### config.mk
export PLATFORM = sky130hd
export DESIGN_NAME = serial_paralelo_rx
export DESIGN_NICKNAME = d
export VERILOG_FILES = /design/src/rtl/pcie_phy_pkg.sv /design/src/rtl/com_detector.sv /design/src/rtl/serial_paralelo_rx.sv
export SDC_FILE = /design/constraint.sdc
export NUM_CORES = 1
export LEC_CHECK = 0
export BUFFER_PORTS_ARGS = -buffer_cell sky130_fd_sc_hd__buf_2
export CAP_MARGIN = 20
export CELL_PAD_IN_SITES_DETAIL_PLACEMENT = 1
export CELL_PAD_IN_SITES_GLOBAL_PLACEMENT = 1
export CORE_UTILIZATION = 40
export DETAILED_ROUTE_END_ITERATION = 7
export PLACE_DENSITY = 0.75
export SLEW_MARGIN = 20
export SYNTH_ARGS = -nofsm -noshare
export SYNTH_HDL_FRONTEND = slang
export SYNTH_HIERARCHICAL = 1
export SYNTH_SLANG_ARGS = --single-unit
### constraint.sdc
create_clock -name clk_32f -period 1.89 [get_ports clk_32f]
set_input_delay 0.378 -clock clk_32f [delete_from_list [all_inputs] [get_ports clk_32f]]
set_output_delay 0.378 -clock clk_32f [all_outputs]
set_load 0.005 [all_outputs]
### src/rtl/pcie_phy_pkg.sv
// Shared PHY definitions: alignment symbol, receiver state encoding and lock defaults.
package pcie_phy_pkg;

  localparam logic [7:0] COM = 8'hBC;

  localparam int unsigned SyncCountDefault = 4;

  typedef enum logic [1:0] {
    StHunt   = 2'd0,
    StSync   = 2'd1,
    StActive = 2'd2
  } rx_state_e;

endpackage

### src/rtl/com_detector.sv
// Serial shift register with a same-cycle COM compare on the incoming window.
module com_detector
  import pcie_phy_pkg::*;
(
  input  logic       clk_i,
  input  logic       rst_ni,
  input  logic       data_i,
  output logic [7:0] nxt_o,
  output logic       is_com_o
);

  logic [7:0] sr_q, sr_d;

  // The window including the bit being sampled now drives all decisions this cycle.
  always_comb begin
    sr_d = {sr_q[6:0], data_i};
  end

  assign nxt_o    = sr_d;
  assign is_com_o = (sr_d == COM);

  always_ff @(posedge clk_i or negedge rst_ni) begin
    if (!rst_ni) begin
      sr_q <= '0;
    end else begin
      sr_q <= sr_d;
    end
  end

endmodule

### src/rtl/serial_paralelo_rx.sv
// Serial-to-parallel receiver: hunts for COM, confirms byte alignment, then emits
// bytes with a valid qualifier (COM/idle bytes are reported as not valid).
module serial_paralelo_rx
  import pcie_phy_pkg::*;
#(
  parameter int unsigned SYNC_COUNT = SyncCountDefault
) (
  input  logic       clk_32f,
  input  logic       reset,
  input  logic       data_in,
  output logic [7:0] data_out,
  output logic       valid_out,
  output logic       byte_strobe,
  output logic       active
);

  localparam logic [2:0] SyncCnt = 3'(SYNC_COUNT);

  rx_state_e  state_q, state_d;
  logic [2:0] bit_cnt_q, bit_cnt_d;
  logic [2:0] com_cnt_q, com_cnt_d;
  logic [7:0] data_q, data_d;
  logic       valid_q, valid_d;
  logic       strobe_q, strobe_d;
  logic       active_q, active_d;

  logic [7:0] nxt;
  logic       is_com;
  logic       boundary;

  com_detector u_com_detector (
    .clk_i    (clk_32f),
    .rst_ni   (reset),
    .data_i   (data_in),
    .nxt_o    (nxt),
    .is_com_o (is_com)
  );

  assign boundary = (bit_cnt_q == 3'd7);

  always_comb begin
    state_d   = state_q;
    bit_cnt_d = bit_cnt_q;
    com_cnt_d = com_cnt_q;
    data_d    = data_q;
    valid_d   = valid_q;
    strobe_d  = 1'b0;
    active_d  = active_q;

    unique case (state_q)
      StHunt: begin
        bit_cnt_d = 3'd0;
        // Bit-level sliding search; the detection edge defines the byte phase.
        if (is_com) begin
          com_cnt_d = 3'd1;
          if (SyncCnt == 3'd1) begin
            state_d  = StActive;
            active_d = 1'b1;
          end else begin
            state_d = StSync;
          end
        end
      end

      StSync: begin
        bit_cnt_d = bit_cnt_q + 3'd1;
        if (boundary) begin
          strobe_d = 1'b1;
          data_d   = nxt;
          if (is_com) begin
            if (com_cnt_q + 3'd1 >= SyncCnt) begin
              com_cnt_d = SyncCnt;
              state_d   = StActive;
              active_d  = 1'b1;
            end else begin
              com_cnt_d = com_cnt_q + 3'd1;
            end
          end else begin
            com_cnt_d = 3'd0;
            bit_cnt_d = 3'd0;
            state_d   = StHunt;
          end
        end
      end

      StActive: begin
        bit_cnt_d = bit_cnt_q + 3'd1;
        if (boundary) begin
          strobe_d = 1'b1;
          data_d   = nxt;
          valid_d  = !is_com;
        end
      end

      default: begin
        state_d = StHunt;
      end
    endcase
  end

  always_ff @(posedge clk_32f or negedge reset) begin
    if (!reset) begin
      state_q   <= StHunt;
      bit_cnt_q <= '0;
      com_cnt_q <= '0;
      data_q    <= '0;
      valid_q   <= 1'b0;
      strobe_q  <= 1'b0;
      active_q  <= 1'b0;
    end else begin
      state_q   <= state_d;
      bit_cnt_q <= bit_cnt_d;
      com_cnt_q <= com_cnt_d;
      data_q    <= data_d;
      valid_q   <= valid_d;
      strobe_q  <= strobe_d;
      active_q  <= active_d;
    end
  end

  assign data_out    = data_q;
  assign valid_out   = valid_q;
  assign byte_strobe = strobe_q;
  assign active      = active_q;

endmodule

### After elaboration in Yosys (flattened, before gate mapping)

Index checks and enable logic that the tools add are counted.
W data, S select, Z words.

* flip-flop bits (word level): 26
* input bits: 3
* output and inout port bits: 11

* add/sub/neg operators: 2
* order comparisons: 1
* equal/unequal tests: 7
* multiplexer cells: 15
* bitwise logic cells: 1
* reduce and logical (&&, ||, !) cells: 10

Operators by type and width (number)
* $mux W3: 6
* $pmux W3 S3: 1
* $eq A8 B8 Y1 const B: 1
* $mux W2: 4
* $reduce_and A4 Y1: 2
* $add A3 B1 Y3 const B: 2
* $pmux W2 S3: 1
* $pmux W3 S2: 1
* $ne A2 B2 Y1 const B: 2
* $reduce_and A2 Y1: 2
* $eq A3 B3 Y1 const B: 1
* $ge A3 B3 Y1 const B: 1
* $ne A3 B3 Y1 const B: 1
* $reduce_and A3 Y1: 1
* $reduce_bool A3 Y1: 1
* $eq A2 B1 Y1 const B: 1
* $eq A2 B2 Y1 const B: 1
* $logic_not A2 Y1: 1
* $mux W1: 2
* $reduce_bool A2 Y1: 1
* $reduce_or A2 Y1: 1
* $logic_not A1 Y1: 1
* $not A1 Y1: 1

### Depth between registers and ports, before layout

Gate-level depths: netlist of run 1.

* word-level depth: 6
* depth in mapped cells: 5
* mapped depth without buffers: 5

### Modules after synthesis

Netlist of run 1, hierarchy kept.

Modules (own cells, without submodules)
* serial_paralelo_rx: instances 1, cells an instance 81, area an instance 934.6 um^2, sequential area each 475.5 um^2
* com_detector: instances 1, cells an instance 11, area an instance 207.7 um^2, sequential area each 175.2 um^2

### Worst setup path before layout of run 1

OpenSTA, ideal clock, no wires.

* path kind: flip-flop to flip-flop
* start point: reg u_com_detector.sr_q[5]
* end point: reg state_q[1]
* arrival: 1.679 ns
* data required time: 1.803 ns
* path slack: 0.124 ns
* stages on the path, launching flop included: 6
* period minus slack after synthesis: 1.766 ns
* path through: dfrtp_1 -> nand4b_1 -> nor4_2 -> nor2b_1 -> or4_1 -> a22oi_1

* cells in the longest elaborated chain, start to end: 4
* elaborated cells on any way between the ends: 7

RTL lines
* start: declaration: line com_detector.sv:12 `logic [7:0] sr_q, sr_d;`
* start signal: assignment: line com_detector.sv:26 `sr_q <= sr_d;`
* $eq A8 B8 Y1 *: line com_detector.sv:20 `assign is_com_o = (sr_d == COM);`
* net is_com: line serial_paralelo_rx.sv:28 `logic is_com;`
* $mux W2: line serial_paralelo_rx.sv:70 `if (is_com) begin`
* $mux W2: line serial_paralelo_rx.sv:67 `if (boundary) begin`
* $pmux W2 S3: line serial_paralelo_rx.sv:50 `unique case (state_q)`
* end signal: assignment: line serial_paralelo_rx.sv:103 `state_q <= StHunt;`
* end signal: assignment: line serial_paralelo_rx.sv:111 `state_q <= state_d;`
* end: declaration: line serial_paralelo_rx.sv:19 `rx_state_e state_q, state_d;`

Mark *: on every way through the listed nets, which the timed path passes. The rest lies on a longest branch. The select of a mux whose other input is x is not followed.
A chain may end at the register's enable or synchronous reset.

### Worst setup path in the final report of run 1

* start point: reg u_com_detector.sr_q[3]
* end point: reg state_q[0]

Same word-level chain as after synthesis.

==> results of run 1 <==
==> final cells by class <==
class	instances	area (µm²)
Sequential cell	26	651
Clock inverter	1	30.0
Fill cell	296	1410
Multi-Input combinational cell	56	450
Inverter	9	33.8
Tap cell	31	38.8
Timing Repair Buffer	17	95.1
Clock buffer	3	22.5
==> worst max-delay path, cell delays in order (launching register included) <==
cell                        delay, ns
sky130_fd_sc_hd__dfrtp_1         0.43
sky130_fd_sc_hd__nand4b_1        0.14
sky130_fd_sc_hd__nor4_2          0.06
sky130_fd_sc_hd__buf_4           0.15
sky130_fd_sc_hd__and2_1          0.16
sky130_fd_sc_hd__a2111oi_2       0.36
sky130_fd_sc_hd__mux2_2          0.37
==> final timing paths <==
path                                               end  slack, ns  cells past startpoint
worst max-delay path                        state_q[0]       0.12                      6
worst min-delay path                      bit_cnt_q[0]       0.02                      1
worst max register to register              state_q[0]       0.12                      6
worst min register to register  u_com_detector/sr_q[5]       0.42                      0
max in group asynchronous                 com_cnt_q[0]       1.49                      1
min in group clk_32f            u_com_detector/sr_q[0]       0.20                      1
==> cell usage in the layout (no fill, tap or decap), drive strengths merged <==
cell type  count
dfrtp         26
buf           17
inv            9
mux2           9
nand2          8
ha             8
o31ai          6
o21ai          4
a21oi          3
clkbuf         3
nand2b         2
nor2b          2
xnor2          1
or4            1
nor3           1
a22oi          1
and3b          1
nor2           1
nand4          1
or2b           1
or2            1
o211ai         1
and2           1
a2111oi        1
bufinv         1
nand4b         1
nor4           1
==> routing by layer <==
layer  GRT usage (%)  share of wire, %  up-vias
met4            6.43               1.4        0
met1            19.8                43      389
met5               0                 0        -
met3            3.04               2.8        4
li1                -                 -      358
met2            29.3                53       13
==> flip-flops by register name, indices dropped and copies added, names as in the netlist <==
name	count
active	1
com_cnt_q	3
valid_out	1
byte_strobe	1
u_com_detector/sr_q	7
bit_cnt_q	3
data_out	8
state_q	2
==> power groups by stage <==
stage	combinational, mW	sequential, mW	clock, mW
after floorplan	0.192	0.628	0
after global placement	0.277	0.634	0
after detailed placement	0.296	0.640	0
after CTS	0.299	0.629	0.391
after global routing	0.336	0.635	0.405
final	0.293	0.628	0.378
==> logic make-up (layout without fill, tap and decap cells) <==
family	after synthesis	in the layout	synth area share [%]
AOI/OAI and AO/OA	16	16	9.64
adders and majority gates	8	8	8.76
and+or+nand+nor	22	22	11.4
xor gates and xnor gates	1	1	0.767
DFF	26	26	57.0
buffers and inverters	10	30	3.61
muxes	9	9	8.87
==> per-stage QoR <==
stage          util [%]  hold slack (ns)  power [mW]  instance area [µm²]
6_report           48.3           0.0217        1.30                 1320
5_1_grt            48.3           0.0539        1.38                 1320
4_1_cts            48.3           0.0389        1.32                 1320
3_5_place_dp       46.4            0.392       0.936                 1270
3_3_place_gp       46.4            0.378       0.911                 1270
2_1_floorplan         -           0.0824       0.820                 1140
==> run summary, run 1 <==
* finished, final reports clean — run status
* 852 — number of global-route vias before repair
* 26 — post-synthesis sequential element count
* 0.32 ns — Worst-Skew Late Latency
* 3930 µm — wire length of the first global-routing pass
* 103 — Post-Syn Nets
* 1.99 ns — worst path arrival time
* 27 — pin count of the biggest net entering global routing
* sky130_fd_sc_hd__dfrtp_1 — cell taking the most area after synthesis
* 30.4% — fraction of layout instances using a drive strength above 1
* 0 — total of cells resized after clock tree synthesis
* 764 — total number of vias
* 2.11 ns — Req. time, crit path
* 0 — Hold-fix buffers, CTS
* 13 — count of buffers inserted at the top-level ports
* 28.0% — sw frac
* 6 — critical path fanouts, max
* 983 nW/µm² — power per cell area
* 0 — Final Max Slew Viols
* input pin to async pin — worst min path class
* 0 — EDFF count, synth
* 55.4 µm — die extent in y
* 100% — share of async-settable or async-resettable flops after synthesis
* 124 — final net count
* 0.561 ns — slew at the pin with the worst max-slew slack
* 29.1% — fraction of power consumed by the clock network
* 26 x sky130_fd_sc_hd__dfrtp_1, 9 x sky130_fd_sc_hd__inv_1, 9 x sky130_fd_sc_hd__mux2_2 — top cells by count, synth
* sky130_fd_sc_hd__dfrtp_1 — most repeated cell in the gate-level netlist after synthesis
* 2190 µm — final wirelength
* 62.6% — worst slew slack as a fraction of its limit
* 15.3 µm — WL/cell
* 92 — count of mapped cells out of synthesis
* 0 — final global-route overflow total
* 139 — Placed Cells incl. Taps
* 6 — count of yosys warnings during synthesis
* 363 µW — sw power
* 0.14 ns — post-CTS clock slew at the launch and capture registers of the worst setup and hold paths
* 41.8% — starting density of the core
* flop — startpoint class of the critical path
* 12.4 µm² — Avg Inst Size Synth
* 19 — Std-Cell Rows
* 0.662 nW — P_leak
* 1.77 ns — Final min period
* flop to flop — startpoint-to-endpoint class of the critical path
* 143 — post-route insts no fill
* 55.4 µm — Die X-Extent
* 0.000572 V — largest voltage drop on the vdd net
* 1 — deepest level of the CTS H-tree
* 0.123 ns — post-route worst setup slack
* done — clock tree from TritonCTS
* 1140 µm² — post-synthesis cell area
* 0.124 ns — worst setup slack before clock tree synthesis
* 0 ns — Total Neg Setup Slack
* 0 — total inserted antenna cells
* u_com_detector/sr_q[3] — crit path from
* 0.816 — gpl congestion
* 1710 µm — HPWL Detailed
* 3 — clock buffer count from CTS
* 5 — Initial DRC Count
* 0.566 GHz — achievable clock frequency
* 0 — post-CTS repair timing setup buffer count
* 0 — Final ANT Viol Nets
* 2730 µm² — Core ar.
* 3 — number of detailed-route iterations in the first pass
* 935 µW — internal power
* 2 — buffer levels on the longest clock path
* 0 — final hold violation count
* 0 — antenna violations before repair
* sky130_fd_sc_hd__dfrtp_1 — most used flip-flop cell after synthesis
* 5.34 — Vias per Instance
* false — RSZ-0062 raised after global routing
* sky130_fd_sc_hd__clkbuf_4 — buffer cell driving the clock tree root
* 26 — number of clock sinks seen by CTS
* 16.5% — global-route usage over all layers
* 22.6% — combinational group share of total power
* u_com_detector/sr_q[3] — critical register-to-register path startpoint
* 15.7% — Area growth syn-to-layout
* 14 — Top Ports
* 57.0% — sequential share of the synthesized area
* 3070 µm² — Die Footprint
* 48.3% — sequential share of power
* 57.0% — fraction of synthesized cell area taken by the top area cell type
* 26 — number of unique standard cell types used by synthesis
* 0 — max_cap viols
* 0 — setup violation total in the final timing report
* 93.5% — part of the cycle the worst path needs
* flop — kind of capture point of the worst setup path
* sky130_fd_sc_hd__dfrtp_1 57%, sky130_fd_sc_hd__mux2_2 8.9%, sky130_fd_sc_hd__ha_1 8.8% — top cells by area in the synthesized netlist
* 0 — DRC Markers
* 0.00481 ns — worst clock skew on the final layout
(Power assumes the default switching activity.)
==> run 2, diff against run 1 <==
Settings changed: CORE_UTILIZATION 40 to 48, PLACE_DENSITY 0.75 to 0.84.
Clock period 1.89 ns to 2.25 ns, I/O delays scaled along.
==> run summary, run 2 (synthesis gave the netlist of run 1 again) <==
* 0.31 ns — Worst-Skew Late Latency, about the same
* 26 x sky130_fd_sc_hd__dfrtp_1, 13 x sky130_fd_sc_hd__buf_2, 9 x sky130_fd_sc_hd__inv_1, 9 x sky130_fd_sc_hd__mux2_2 — highest-count cells in the layout ignoring fill and taps
* 1240 µm² — placement-stage cell area, -2.1%
* 0.633 nW — P_leak, -4.4%
* 0 ns — Total Neg Setup Slack, unchanged
* 20.3% — fraction of power consumed by the clock network, -8.8 points
* 0 — final global-route overflow total, unchanged
* 0 — total of cells resized after clock tree synthesis, unchanged
* 743 nW/µm² — power per cell area, -24%
* 5.64 — Vias per Instance, +5.6%
* 23.5% — combinational group share of total power, +0.9 points
* 61.6% — worst slew slack as a fraction of its limit, -1.0 points
* 13 — count of buffers inserted at the top-level ports, unchanged
* done — clock tree from TritonCTS
* 0 — Hold-fix buffers, CTS, unchanged
* 0 — setup violation total in the final timing report, unchanged
* 20.9% — global-route usage over all layers, +4.4 points
* 8 — number of flip-flops in the largest register, unchanged
* 27 — pin count of the biggest net entering global routing, unchanged
* 2.46 ns — Req. time, crit path, +0.35 ns
* 1.84 ns — Final min period, +0.0768 ns
* 14 — Top Ports, unchanged
* 10.7% — Area growth syn-to-layout
* 2210 µm — final wirelength, +1.1%
* 0.00177 ns — worst clock skew on the final layout, -0.00304 ns
* 16.2 µm — WL/cell, +6.3%
* 50.8 µm — die extent in y, -8.4%
* flop — kind of capture point of the worst setup path
* 8 — critical path fanouts, max, +2
* 0 — Final Max Slew Viols, unchanged
* 7 — Initial DRC Count, +2
* 30.9% — sw frac, +2.9 points
* 136 — post-route insts no fill, -4.9%
* 0.112 ns — worst hold slack, +0.0901 ns
* 0 — antenna violations before repair, unchanged
* 649 µW — internal power, -31%
* 291 µW — sw power, -20%
* 0.542 GHz — achievable clock frequency, -4.2%
* flop to flop — startpoint-to-endpoint class of the critical path
* 0.576 ns — slew at the pin with the worst max-slew slack, +0.0153 ns
* 4 — number of detailed-route iterations in the first pass, +1
* 0 — total inserted antenna cells, unchanged
* 121 — final net count, -2.4%
* 0.427 ns — worst setup slack before clock tree synthesis, +0.303 ns
* 0 — max_cap viols, unchanged
* 17 — Std-Cell Rows, -2
* 767 — total number of vias, +0.39%
* 2 — buffer levels on the longest clock path, unchanged
* 26 — number of clock sinks seen by CTS, unchanged
* 0 — final hold violation count, unchanged
* 82.0% — part of the cycle the worst path needs, -12 points
* 2230 µm² — Core ar., -18%
* 56.2% — sequential share of power, +7.9 points
* 0 — DRC Markers, unchanged
* sky130_fd_sc_hd__clkbuf_4 — buffer cell driving the clock tree root
* sky130_fd_sc_hd__dfrtp_1 — most common cell after layout, fill and taps aside
* flop — startpoint class of the critical path
* 133 — Placed Cells incl. Taps, -4.3%
* input pin to async pin — worst min path class
* 0 — post-CTS repair timing setup buffer count, unchanged
* 1 — deepest level of the CTS H-tree, unchanged
* 50.8 µm — Die X-Extent, -8.4%
* 1710 µm — HPWL Detailed, +0.45%
* false — RSZ-0062 raised after global routing
* 817 — number of global-route vias before repair, -4.1%
* 2.06 ns — worst path arrival time, +0.07 ns
* 0.13 ns — post-CTS clock slew at the launch and capture registers of the worst setup and hold paths, about the same
* 0.000406 V — largest voltage drop on the vdd net, -29%
* 51.1% — starting density of the core, +9.4 points
* 27.8% — fraction of layout instances using a drive strength above 1, -2.6 points
* 0.406 ns — post-route worst setup slack, +0.283 ns
* 0.786 — gpl congestion, -3.7%
* 0 — Final ANT Viol Nets, unchanged
* 1260 µm² — final instance area, -4.3%
* 3830 µm — wire length of the first global-routing pass, -2.6%
* 3 — clock buffer count from CTS, unchanged
* finished, final reports clean — run status
* 2580 µm² — Die Footprint, -16%
==> run 2: cell types whose count changed in the layout (fill, tap and decap cells not counted) <==
cell,before,now
sky130_fd_sc_hd__bufinv_16,1,0
sky130_fd_sc_hd__buf_4,4,1
==> run 2: power by group through the flow <==
stage / clock [mW] / sequential, mW / combinational [mW]
after floorplan: 0 / 0.527 / 0.161
final: 0.191 / 0.528 / 0.220
after global routing: 0.215 / 0.533 / 0.239
after CTS: 0.200 / 0.529 / 0.220
after global placement: 0 / 0.532 / 0.203
after detailed placement: 0 / 0.538 / 0.221
==> run 2: path summary, 6_finish.rpt <==
kind | from | endpoint | slack [ns] | cells after the start
max | state_q[1] | state_q[0] | 0.41 | 5
min | reset | data_out[7] | 0.11 | 1
max reg2reg | state_q[1] | state_q[0] | 0.41 | 5
min reg2reg | u_com_detector/sr_q[5] | u_com_detector/sr_q[6] | 0.41 | 0
max in group asynchronous | reset | state_q[1] | 1.76 | 1
min in group clk_32f | data_in | u_com_detector/sr_q[0] | 0.27 | 1
==> run 2: final cells by class <==
class,instances,area (µm²)
Timing Repair Buffer,14,72.6
Sequential cell,26,651
Inverter,9,33.8
Clock buffer,3,22.5
Fill cell,235,968
Multi-Input combinational cell,56,450
Tap cell,28,35.0
==> run 2: through the flow <==
step	utilization, %	power, mW
final	56.6	0.939
after global routing	56.6	0.988
after CTS	56.6	0.949
after detailed placement	55.6	0.759
after global placement	55.6	0.735
after floorplan	-	0.689
==> run 2: worst max-delay path, stage by stage (launching register included) <==
cell and delay, ns:
sky130_fd_sc_hd__dfrtp_1 0.42, sky130_fd_sc_hd__inv_1 0.11, sky130_fd_sc_hd__ha_1 0.29, sky130_fd_sc_hd__and2_1 0.18, sky130_fd_sc_hd__a2111oi_2 0.36, sky130_fd_sc_hd__mux2_2 0.37
==> run 2: routing by layer <==
metal	vias up	GRT usage, %	wire (µm)
met3	4	4.85	54
met4	0	9.72	31
li1	350	-	-
met1	397	24.5	969
met5	-	0	0
met2	16	36.0	1150
==> run 3, diff against run 2 <==
Settings changed: CORE_UTILIZATION 48 to 45, PLACE_DENSITY 0.84 to 0.8.
Clock period 2.25 ns to 1.8 ns, I/O delays scaled along.
==> run summary, run 3 (synthesis gave the netlist of run 1 again) <==
* 21.8% — global-route usage over all layers, +0.82 points
* 3 — clock buffer count from CTS, unchanged
* 0 — Final ANT Viol Nets, unchanged
* 26 x sky130_fd_sc_hd__dfrtp_1, 13 x sky130_fd_sc_hd__buf_2, 9 x sky130_fd_sc_hd__inv_1, 9 x sky130_fd_sc_hd__mux2_2, 8 x sky130_fd_sc_hd__nand2_1 — highest-count cells in the layout ignoring fill and taps
* -0.00674 ns — worst hold slack, -0.118 ns
* 0.33 ns — Worst-Skew Late Latency, +0.02 ns
* 0 — total inserted antenna cells, unchanged
* 2740 µm² — Die Footprint, +6.4%
* 0.562 ns — slew at the pin with the worst max-slew slack, -0.0144 ns
* done — clock tree from TritonCTS
* sky130_fd_sc_hd__or4_1 — critical path's slowest cell
* 0 — Hold-fix buffers, CTS, unchanged
* 17 — Std-Cell Rows, unchanged
* flop to flop — startpoint-to-endpoint class of the critical path
* 0.0631 ns — post-route worst setup slack, -0.343 ns
* 0.15 ns — post-CTS clock slew at the launch and capture registers of the worst setup and hold paths, +0.02 ns
* 1 — combined buffer and inverter count along the critical path, unchanged
* 144 — post-route insts no fill, +5.9%
* 8 — number of flip-flops in the largest register, unchanged
* input pin to async pin — worst min path class
* 0 — Final Max Slew Viols, unchanged
* simple AND/OR/NAND/NOR gates — category of cells accounting for the largest share of critical-path delay
* 0 — setup violation total in the final timing report, unchanged
* 0 — DRC Markers, unchanged
* 128 — final net count, +5.8%
* 35.3% — fraction of layout instances using a drive strength above 1, +7.6 points
* 11 — final hold violation count, +11
* 2 — buffer levels on the longest clock path, unchanged
* 1030 nW/µm² — power per cell area, +38%
* 2390 µm — final wirelength, +8.1%
* 5.29 — Vias per Instance, -6.2%
* 1 — deepest level of the CTS H-tree, unchanged
* 14 — Top Ports, unchanged
* 0.0656 ns — worst setup slack before clock tree synthesis, -0.362 ns
* 762 — total number of vias, -0.65%
* 0.0103 ns — worst clock skew on the final layout, +0.00856 ns
* 16.6 µm — WL/cell, +2.1%
* 832 — number of global-route vias before repair, +1.8%
* 1.74 ns — Final min period, -0.107 ns
* 0.53 ns — Critical Path Max Stage Delay, +0.11 ns
* 2300 µm² — Core ar., +2.9%
* hold timing — violations in the final reports
* 4 — number of detailed-route iterations in the first pass, unchanged
* sky130_fd_sc_hd__clkbuf_4 — buffer cell driving the clock tree root
* 0 ns — Total Neg Setup Slack, unchanged
* flop — startpoint class of the critical path
* complete, but fails checks — run status
* 3 — Initial DRC Count, -4
* inv_1, ha_1, nor2b_2, or4_1, a22oi_2 — critical path cell sequence
* flop — kind of capture point of the worst setup path
* 0 — max_cap viols, unchanged
* 4140 µm — wire length of the first global-routing pass, +8.1%
* 19.9% — Area growth syn-to-layout
* 26 — number of clock sinks seen by CTS, unchanged
* 52.4 µm — Die X-Extent, +3.2%
* 5 — critical path depth in cells, unchanged
* 2.07 ns — Req. time, crit path, -0.39 ns
* sky130_fd_sc_hd__dfrtp_1 — most common cell after layout, fill and taps aside
* 52.4 µm — die extent in y, +3.2%
* 1740 µm — HPWL Detailed, +1.5%
* 0.745 — gpl congestion, -5.3%
* 49.7% — starting density of the core, -1.4 points
* 0.000604 V — largest voltage drop on the vdd net, +49%
* 460 µm² — area taken by multi-input logic gates, +2.2%
* 27 — pin count of the biggest net entering global routing, unchanged
* 5 — number of cell instances on the worst register-to-register path, unchanged
* 138 — Placed Cells incl. Taps, +3.8%
* 0.576 GHz — achievable clock frequency, +6.2%
* 262 — Filler Cells Inserted, +11%
* 0.688 nW — P_leak, +8.6%
* 62.5% — worst slew slack as a fraction of its limit, +0.96 points
* 5 — critical path fanouts, max, -3
* 0 — final global-route overflow total, unchanged
* 2.01 ns — worst path arrival time, -0.05 ns
* 651 µm² — sequential cell area, unchanged
* 96.5% — part of the cycle the worst path needs, +15 points
* 0 — antenna violations before repair, unchanged
* 13 — count of buffers inserted at the top-level ports, unchanged
## run 3: cell types whose count changed in the layout (fill, tap and decap cells not counted)
| cell | delta |
|---|---|
| sky130_fd_sc_hd__a22oi_1 | -1 |
| sky130_fd_sc_hd__a22oi_2 | +1 |
| sky130_fd_sc_hd__buf_12 | +1 |
| sky130_fd_sc_hd__buf_4 | +6 |
| sky130_fd_sc_hd__bufinv_16 | +1 |
| sky130_fd_sc_hd__ha_1 | -1 |
| sky130_fd_sc_hd__ha_2 | +1 |
| sky130_fd_sc_hd__nor2b_1 | -1 |
| sky130_fd_sc_hd__nor2b_2 | +1 |
## run 3: cell type report
type / count / area share (%)
Clock buffer: 3 / 1.64
Clock inverter: 1 / 2.19
Inverter: 9 / 2.47
Multi-Input combinational cell: 56 / 33.6
Sequential cell: 26 / 47.5
Tap cell: 28 / 2.56
Timing Repair Buffer: 21 / 10.0
## run 3: power by group
| part | switching, mW | internal, mW | leakage [nW] |
|---|---|---|---|
| clock | 0.180 | 0.225 | 0.0279 |
| sequential | 0.0346 | 0.624 | 0.326 |
| combinational | 0.187 | 0.154 | 0.334 |
## run 3: per-layer routing
layer	up-vias	track usage, %	share of wire, %
li1	367	-	-
met1	381	26.2	44
met2	10	38.6	53
met3	4	2.61	1.8
met4	0	9.21	1.4
met5	-	0	0
## run 3: stage by stage
step	hold WS [ns]	power, mW	cell area, µm²	util, %
after floorplan	0.0644	0.861	1140	-
after CTS	0.00880	1.40	1350	58.6
after global routing	0.0485	1.48	1370	59.6
final	-0.00674	1.41	1370	59.6
after detailed placement	0.381	0.987	1290	56.3
after global placement	0.375	0.958	1290	56.3
## run 3: final timing paths
path | start | to | slack (ns)
max | state_q[1] | state_q[1] | 0.06
min | reset | data_out[7] | -0.007
max reg2reg | state_q[1] | state_q[1] | 0.06
min reg2reg | u_com_detector/sr_q[5] | u_com_detector/sr_q[6] | 0.41
max in group asynchronous | reset | data_out[0] | 1.43
min in group clk_32f | data_in | u_com_detector/sr_q[0] | 0.17
## run 3: what timing repair did
item	in CTS	in global routing
buffers inserted	0	2
endpoints found under the setup margin	0	2
resized for setup	0	3
